**src/rtl/toggle_ctrl.sv**
```systemverilog
// Square-wave stimulus generator with a latency-matched response checker.
// Drives drv for n toggles of hp cycles each, then counts rsp mismatches after LAT cycles.
module toggle_ctrl #(
  parameter int HP_W = 16,
  parameter int N_W  = 8,
  parameter int LAT  = 2
) (
  input  logic            clk,
  input  logic            rst,
  input  logic            start,
  input  logic [HP_W-1:0] half_period,
  input  logic [N_W-1:0]  n_toggles,
  output logic            drv,
  input  logic            rsp,
  output logic            busy,
  output logic            done,
  output logic [15:0]     err_cnt
);

  typedef enum logic [1:0] {S_IDLE, S_RUN, S_DRAIN, S_DONE} state_t;

  localparam logic [3:0] DRAIN_LAST = 4'((LAT > 0) ? LAT - 1 : 0);

  state_t          state_q, state_d;
  logic [HP_W-1:0] hp_q, hp_d;
  logic [N_W-1:0]  n_q, n_d;
  logic [HP_W-1:0] phase_q, phase_d;
  logic [N_W-1:0]  tog_q, tog_d;
  logic [3:0]      drain_q, drain_d;
  logic            drv_q, drv_d;
  logic [15:0]     err_q, err_d;

  logic run;
  logic cmp_vld;
  logic cmp_drv;

  assign run = (state_q == S_RUN);

  // Delay the drive level and a RUN marker by LAT so each compare lines up
  // with the response to the stimulus applied LAT cycles earlier.
  generate
    if (LAT == 0) begin : g_nolat
      assign cmp_vld = run;
      assign cmp_drv = drv_q;
    end else begin : g_lat
      logic [LAT-1:0] vld_pipe_q;
      logic [LAT-1:0] drv_pipe_q;

      always_ff @(posedge clk or posedge rst) begin
        if (rst) begin
          vld_pipe_q <= '0;
          drv_pipe_q <= '1;
        end else begin
          vld_pipe_q[0] <= run;
          drv_pipe_q[0] <= drv_q;
          for (int i = 1; i < LAT; i++) begin
            vld_pipe_q[i] <= vld_pipe_q[i-1];
            drv_pipe_q[i] <= drv_pipe_q[i-1];
          end
        end
      end

      assign cmp_vld = vld_pipe_q[LAT-1];
      assign cmp_drv = drv_pipe_q[LAT-1];
    end
  endgenerate

  always_ff @(posedge clk or posedge rst) begin
    if (rst) begin
      state_q <= S_IDLE;
      hp_q    <= HP_W'(1);
      n_q     <= '0;
      phase_q <= '0;
      tog_q   <= '0;
      drain_q <= '0;
      drv_q   <= 1'b1;
      err_q   <= '0;
    end else begin
      state_q <= state_d;
      hp_q    <= hp_d;
      n_q     <= n_d;
      phase_q <= phase_d;
      tog_q   <= tog_d;
      drain_q <= drain_d;
      drv_q   <= drv_d;
      err_q   <= err_d;
    end
  end

  always_comb begin
    state_d = state_q;
    hp_d    = hp_q;
    n_d     = n_q;
    phase_d = phase_q;
    tog_d   = tog_q;
    drain_d = drain_q;
    drv_d   = drv_q;
    err_d   = err_q;

    if (cmp_vld && (rsp != cmp_drv) && (err_q != 16'hFFFF)) begin
      err_d = err_q + 16'd1;
    end

    unique case (state_q)
      S_IDLE: begin
        if (start) begin
          hp_d    = (half_period == '0) ? HP_W'(1) : half_period;
          n_d     = n_toggles;
          drv_d   = 1'b1;
          err_d   = '0;
          phase_d = '0;
          tog_d   = '0;
          drain_d = '0;
          state_d = (n_toggles != '0) ? S_RUN : S_DONE;
        end
      end
      S_RUN: begin
        if (phase_q == hp_q - HP_W'(1)) begin
          drv_d   = ~drv_q;
          phase_d = '0;
          tog_d   = tog_q + N_W'(1);
          // tog_q is pre-increment, so this is the cycle of the n-th toggle
          if (tog_q == n_q - N_W'(1)) begin
            state_d = (LAT == 0) ? S_DONE : S_DRAIN;
            drain_d = '0;
          end
        end else begin
          phase_d = phase_q + HP_W'(1);
        end
      end
      S_DRAIN: begin
        if (drain_q == DRAIN_LAST) begin
          state_d = S_DONE;
        end else begin
          drain_d = drain_q + 4'd1;
        end
      end
      S_DONE: begin
        state_d = S_IDLE;
      end
      default: begin
        state_d = S_IDLE;
      end
    endcase
  end

  assign drv     = drv_q;
  assign busy    = (state_q == S_RUN) || (state_q == S_DRAIN);
  assign done    = (state_q == S_DONE);
  assign err_cnt = err_q;

endmodule

```
**config.mk**
```make
export PLATFORM = sky130hd
export DESIGN_NAME = toggle_ctrl
export DESIGN_NICKNAME = d
export VERILOG_FILES = /design/src/rtl/toggle_ctrl.sv
export SDC_FILE = /design/constraint.sdc
export NUM_CORES = 1
export LEC_CHECK = 0
export ABC_CLOCK_PERIOD_IN_PS = 8700
export CORE_MARGIN = 2
export CORE_UTILIZATION = 48
export DETAILED_ROUTE_END_ITERATION = 12
export PLACE_DENSITY_LB_ADDON = 0.05
export SKIP_LAST_GASP = 1
export SLEW_MARGIN = 0
export SYNTH_ARGS = -nofsm -noshare
export SYNTH_HDL_FRONTEND = slang
export SYNTH_SLANG_ARGS = --single-unit
```
**constraint.sdc**
```tcl
create_clock -name clk -period 8.7 [get_ports clk]
set_input_delay 1.74 -clock clk [delete_from_list [all_inputs] [get_ports clk]]
set_output_delay 1.74 -clock clk [all_outputs]
set_load 0.02 [all_outputs]
```
; ---- After elaboration in Yosys (flattened, before gate mapping)
; Index checks and enable logic that the tools add are counted.
[word_totals]
regBits = 75
in_bits = 28
output_inout_bits = 19
wordCells = 67
[classes]
addsub = 6
eq_ne = 13
mux = 24
bitwise_logic = 1
n_reduce_logical = 13
[ops]
columns = operator, count
row1 = $mux 16, 6
row2 = $add 16x1->16 const B, 2
row3 = $pmux 16 s2, 1
row4 = $eq 16x16->1, 1
row5 = $logic_not 16->1, 1
row6 = $mux 4, 4
row7 = $mux 8, 2
row8 = $ne 16x16->1 const B, 1
row9 = $pmux 8 s2, 1
row10 = $sub 16x1->16 const B, 1
row11 = $pmux 4 s3, 1
row12 = $mux 2, 5
row13 = $add 8x1->8 const B, 1
row14 = $eq 8x8->1, 1
row15 = $pmux 2 s4, 1
row16 = $reduce_bool 8->1, 1
row17 = $sub 8x1->8 const B, 1
row18 = $ne 2x2->1 const B, 3
row19 = $reduce_and 5->1, 1
row20 = $add 4x1->4 const B, 1
row21 = $eq 2x2->1 const B, 2
row22 = $eq 4x1->1 const B, 1
row23 = $ne 2x1->1 const B, 2
row24 = $reduce_and 2->1, 2
row25 = other kinds (12), 14

; ---- Depth between registers and ports, before layout
[logic_depth]
word_depth = 6
mapped_depth = 13
depth_no_buf = 10

; ---- Worst setup path before layout
; No wires, ideal clock.
[synth_path]
path_kind = input -> register
from = input port rsp
to = register err_q[9] (netlist: err_cnt[9])
setup_ns = 0.132
arrival_time_ns = 3.040
t_required_ns = 8.568
setup_slack_ns = 5.528
path_stages = 6
n_path_buf = 0
cell_sequence = xor2_1 -> o211ai_1 -> nor4_1 -> nand3_1 -> xor2_1 -> nor2_1
[synth_via]
elab_chain_cells = 6
[synth_rtl]
columns = element, line_no
row1 = start: declaration, 14  ; input logic rsp,
row2 = $ne 1x1->1 (*), 100  ; if (cmp_vld && (rsp != cmp_drv) && (err_q != 16'hFFFF)) begin
row3 = $logic_and 1x1->1 (*) (2 in series), 100
row4 = $mux 16 (*), 100
row5 = $mux 16, 106  ; if (start) begin
row6 = $mux 16 (*), 104  ; unique case (state_q)
row7 = named net err_d[9], 31  ; logic [15:0] err_q, err_d;
row8 = end signal: assignment, 86  ; err_q <= err_d;
row9 = end: declaration, 31
; Mark *: on every way through the listed nets, which the timed path passes. The rest lies on a longest branch.
; A chain may end at the register's enable or synchronous reset.

; ---- Worst setup path in the final report
[layout_path]
from = input port start
to = register phase_q[10]
[layout_via]
elab_chain_cells = 2
[layout_rtl]
columns = element, line_no
row1 = start: declaration, 10  ; input logic start,
row2 = $ne 2x2->1 (no source line), -
row3 = $reduce_and 2->1 (no source line), -
row4 = end signal: assignment, 82  ; phase_q <= phase_d;
row5 = end: declaration, 27  ; logic [HP_W-1:0] phase_q, phase_d;
; Every way passes these cells.

==> impl_metrics.json <==
{
  "start_util_pct": 48.9,
  "leakagePower_nw": 2.28,
  "cp.arrival_ns": 4.32,
  "final-instance-count-excl-fill": 663,
  "criticalPathCategory": "in2reg",
  "place_ws_ns": 4.16,
  "synth_cell_types": 59,
  "hp-start": "g_lat.vld_pipe_q[0]",
  "fin_skew_ns": 0.00610,
  "avgViaCountPerCell": 5.48,
  "end_kind": "register",
  "grt_pass1_wl_um": 17000,
  "comb_power_share_pct": 13.6,
  "maxCapViolCount": 0,
  "die_h_um": 101,
  "rows": 35,
  "internal_power_mw": 0.554,
  "cts_resized": 0,
  "yosysSeqAreaShare_pct": 42.1,
  "synth_flop_cell": "dfrtp_1",
  "wl_per_cell_um": 15.0,
  "cts_root_buf": "clkbuf_8",
  "vias": 3636,
  "antenna_found_initial": 0,
  "p_clk_share_pct": 35.6,
  "drc": 0,
  "grt_max_degree": 76,
  "synthCells": 513,
  "synth_nets": 552,
  "hpwlAfterDp_um": 7110,
  "fin_util_pct": 56.4,
  "async_reset_ff_share_pct": 100,
  "htreeDepth": 3,
  "finalNetCount": 586,
  "cts_tree": "built",
  "syn-cell-area_um2": 4470,
  "grt_pass1_vias": 3482,
  "final_min_period_over_clock_period_pct": 47.2,
  "drt-initial-drc-count": 104,
  "critPathLaunch": "start",
  "min_path_type": "reg2reg",
  "power_density_nw_per_um2": 146,
  "worst_pin_slew_ns": 1.02,
  "gp_congestion": 0.820,
  "diodes": 0,
  "sw_frac_of_total_pct": 26.5,
  "worstReg2RegStart": "hp_q[0]",
  "worstPathMaxFanout": 28,
  "peakVddDrop_mv": 0.0909,
  "setup_slack_ns": 4.59,
  "worst_ep_required_time_ns": 8.91,
  "die_width_um": 101,
  "final-setup-viol-count": 0,
  "clkTransAtPathRegs_ns": 0.08,
  "hold_path_depth": 0,
  "fmax_ghz": 0.243,
  "min_period_ns": 4.11,
  "io_pins": 47,
  "synth_edf_count": 0,
  "overflow": 0,
  "synth_largest_area_cell": "dfrtp_1",
  "status": "completed",
  "p_seq_share_pct": 50.8,
  "maxSlewViolCount": 0,
  "first_pass_iters": 4,
  "clk_latency_ns": 0.36,
  "finalSetupTns_ns": 0,
  "postSynthAreaPerCell_um2": 8.72,
  "cts_buffer_depth": 2,
  "rsz0062_at_grt": "no",
  "place_inst": 647,
  "post-cts-setup-buffers": 0,
  "cts.sink_count": 75,
  "p_switching_mw": 0.200,
  "synthTopCellsByArea": "dfrtp_1 40%, nand2_1 8.6%, xnor2_1 5.5%",
  "antenna_left": 0,
  "r2r_cells": 9,
  "drive_above_1_share_pct": 6.16,
  "port_buffers": 46,
  "relSlewSlack_pct": 31.6,
  "coreArea_um2": 9150,
  "routed_wl_um": 9920,
  "p_total_mw": 0.754,
  "startpoint_type": "input pin",
  "track_usage_pct": 21.5,
  "syn2layout_area_growth_pct": 15.5,
  "cts_buffers": 9,
  "die_area_um2": 10100,
  "synth_top_area_share_pct": 39.7,
  "ys_warn_count": 0,
  "postCtsHoldBufs": 0,
  "ys_seq_elements": 75,
  "hold_viol": 0,
  "fill_cells": 848
}
[critical path, cell delays in order]
cell and delay (ns):
clkdlybuf4s50_1 0.47, nand2_1 0.59, o21ai_1 0.67, nand4_1 0.28, nor2_1 0.23, nand4_1 0.13
xor2_1 0.16, nor2_1 0.05
[power by group through the flow]
stage,registers (mW),clock network (mW),logic [mW]
floorplan,0.404,0,0.0353
global placement,0.389,0,0.103
detailed placement,0.389,0,0.103
CTS,0.383,0.278,0.104
global route,0.385,0.293,0.110
finish,0.383,0.268,0.102
[synthesized netlist by cell type (all sizes together) (3+ instances only)]
cell	instances
a211o	4
a211oi	3
a21oi	10
and3	5
buf	5
clkbuf	20
dfrtp	71
dfstp	4
ha	11
inv	18
mux2	5
mux2i	13
nand2	103
nand2b	4
nand3	25
nand3b	4
nand4	8
nor2	59
nor2b	6
nor3	10
nor4	8
nor4b	3
o211ai	4
o21ai	18
or3	5
or4	6
xnor2	28
xor2	24
[cells by family after synthesis]
family,count (synthesis),synth area share (%)
DFF,75,42.1
adders and majority gates,11,3.08
xor gates and xnor gates,52,10.2
and+or+nand+nor,253,26.5
buffers and inverters,43,4.08
AOI/OAI and AO/OA,61,9.85
muxes,18,4.25
[sequential cells by signal, indices dropped and copies added (netlist names)]
signal and count:
g_lat.vld_pipe_q 2, err_cnt 16, tog_q 8, state_q 2, hp_q 16, g_lat.drv_pipe_q 2, drain_q 4, n_q 8
drv 1, phase_q 16
[cell type report]
class / count / area [um2] / share of cell area (%)
Multi-Input combinational cell: 395 / 2410 / 46.6
Sequential cell: 75 / 1880 / 36.4
Timing Repair Buffer: 48 / 475 / 9.20
Clock buffer: 11 / 141 / 2.74
Tap cell: 111 / 139 / 2.69
Inverter: 18 / 67.6 / 1.31
Clock inverter: 5 / 52.6 / 1.02
[through the flow]
stage          instance area [um2]  hold WS (ns)
2_1_floorplan                 4470         0.331
3_3_place_gp                  4970         0.333
3_5_place_dp                  4970         0.336
4_1_cts                       5170         0.354
5_1_grt                       5170         0.360
6_report                      5170         0.353
[per-layer routing]
| layer | track usage [%] | part of all wire, % | routed length, um | up-vias |
|---|---|---|---|---|
| met3 | 4.58 | 3.5 | 344 | 7 |
| met5 | 0 | 0 | 0 | - |
| li1 | - | - | - | 1822 |
| met1 | 30.4 | 51 | 5020 | 1749 |
| met2 | 33.0 | 45 | 4440 | 58 |
| met4 | 6.85 | 1.2 | 116 | 0 |
[final timing paths]
| path | endpoint | slack (ns) |
|---|---|---|
| worst min-delay path | g_lat.vld_pipe_q[1] | 0.35 |
| max in group asynchronous | hp_q[13] | 6.10 |
| worst max-delay path | phase_q[10] | 4.59 |
| worst max register to register | drv | 4.92 |
| min in group asynchronous | hp_q[12] | 2.00 |
| worst min register to register | g_lat.vld_pipe_q[1] | 0.35 |
[layout by cell type, fill, tap and decap left out, drive strengths merged, types with 5 or more instances in the layout]
master,Yosys,routed
a21oi,10,10
and3,5,5
clkbuf,20,11
clkdlybuf4s50,0,46
dfrtp,71,71
ha,11,11
inv,18,18
mux2,5,5
mux2i,13,13
nand2,103,103
nand3,25,25
nand4,8,8
nor2,59,59
nor2b,6,6
nor3,10,10
nor4,8,8
o21ai,18,18
or3,5,5
or4,6,6
xnor2,28,28
xor2,24,24
(Power assumes the default switching activity.)
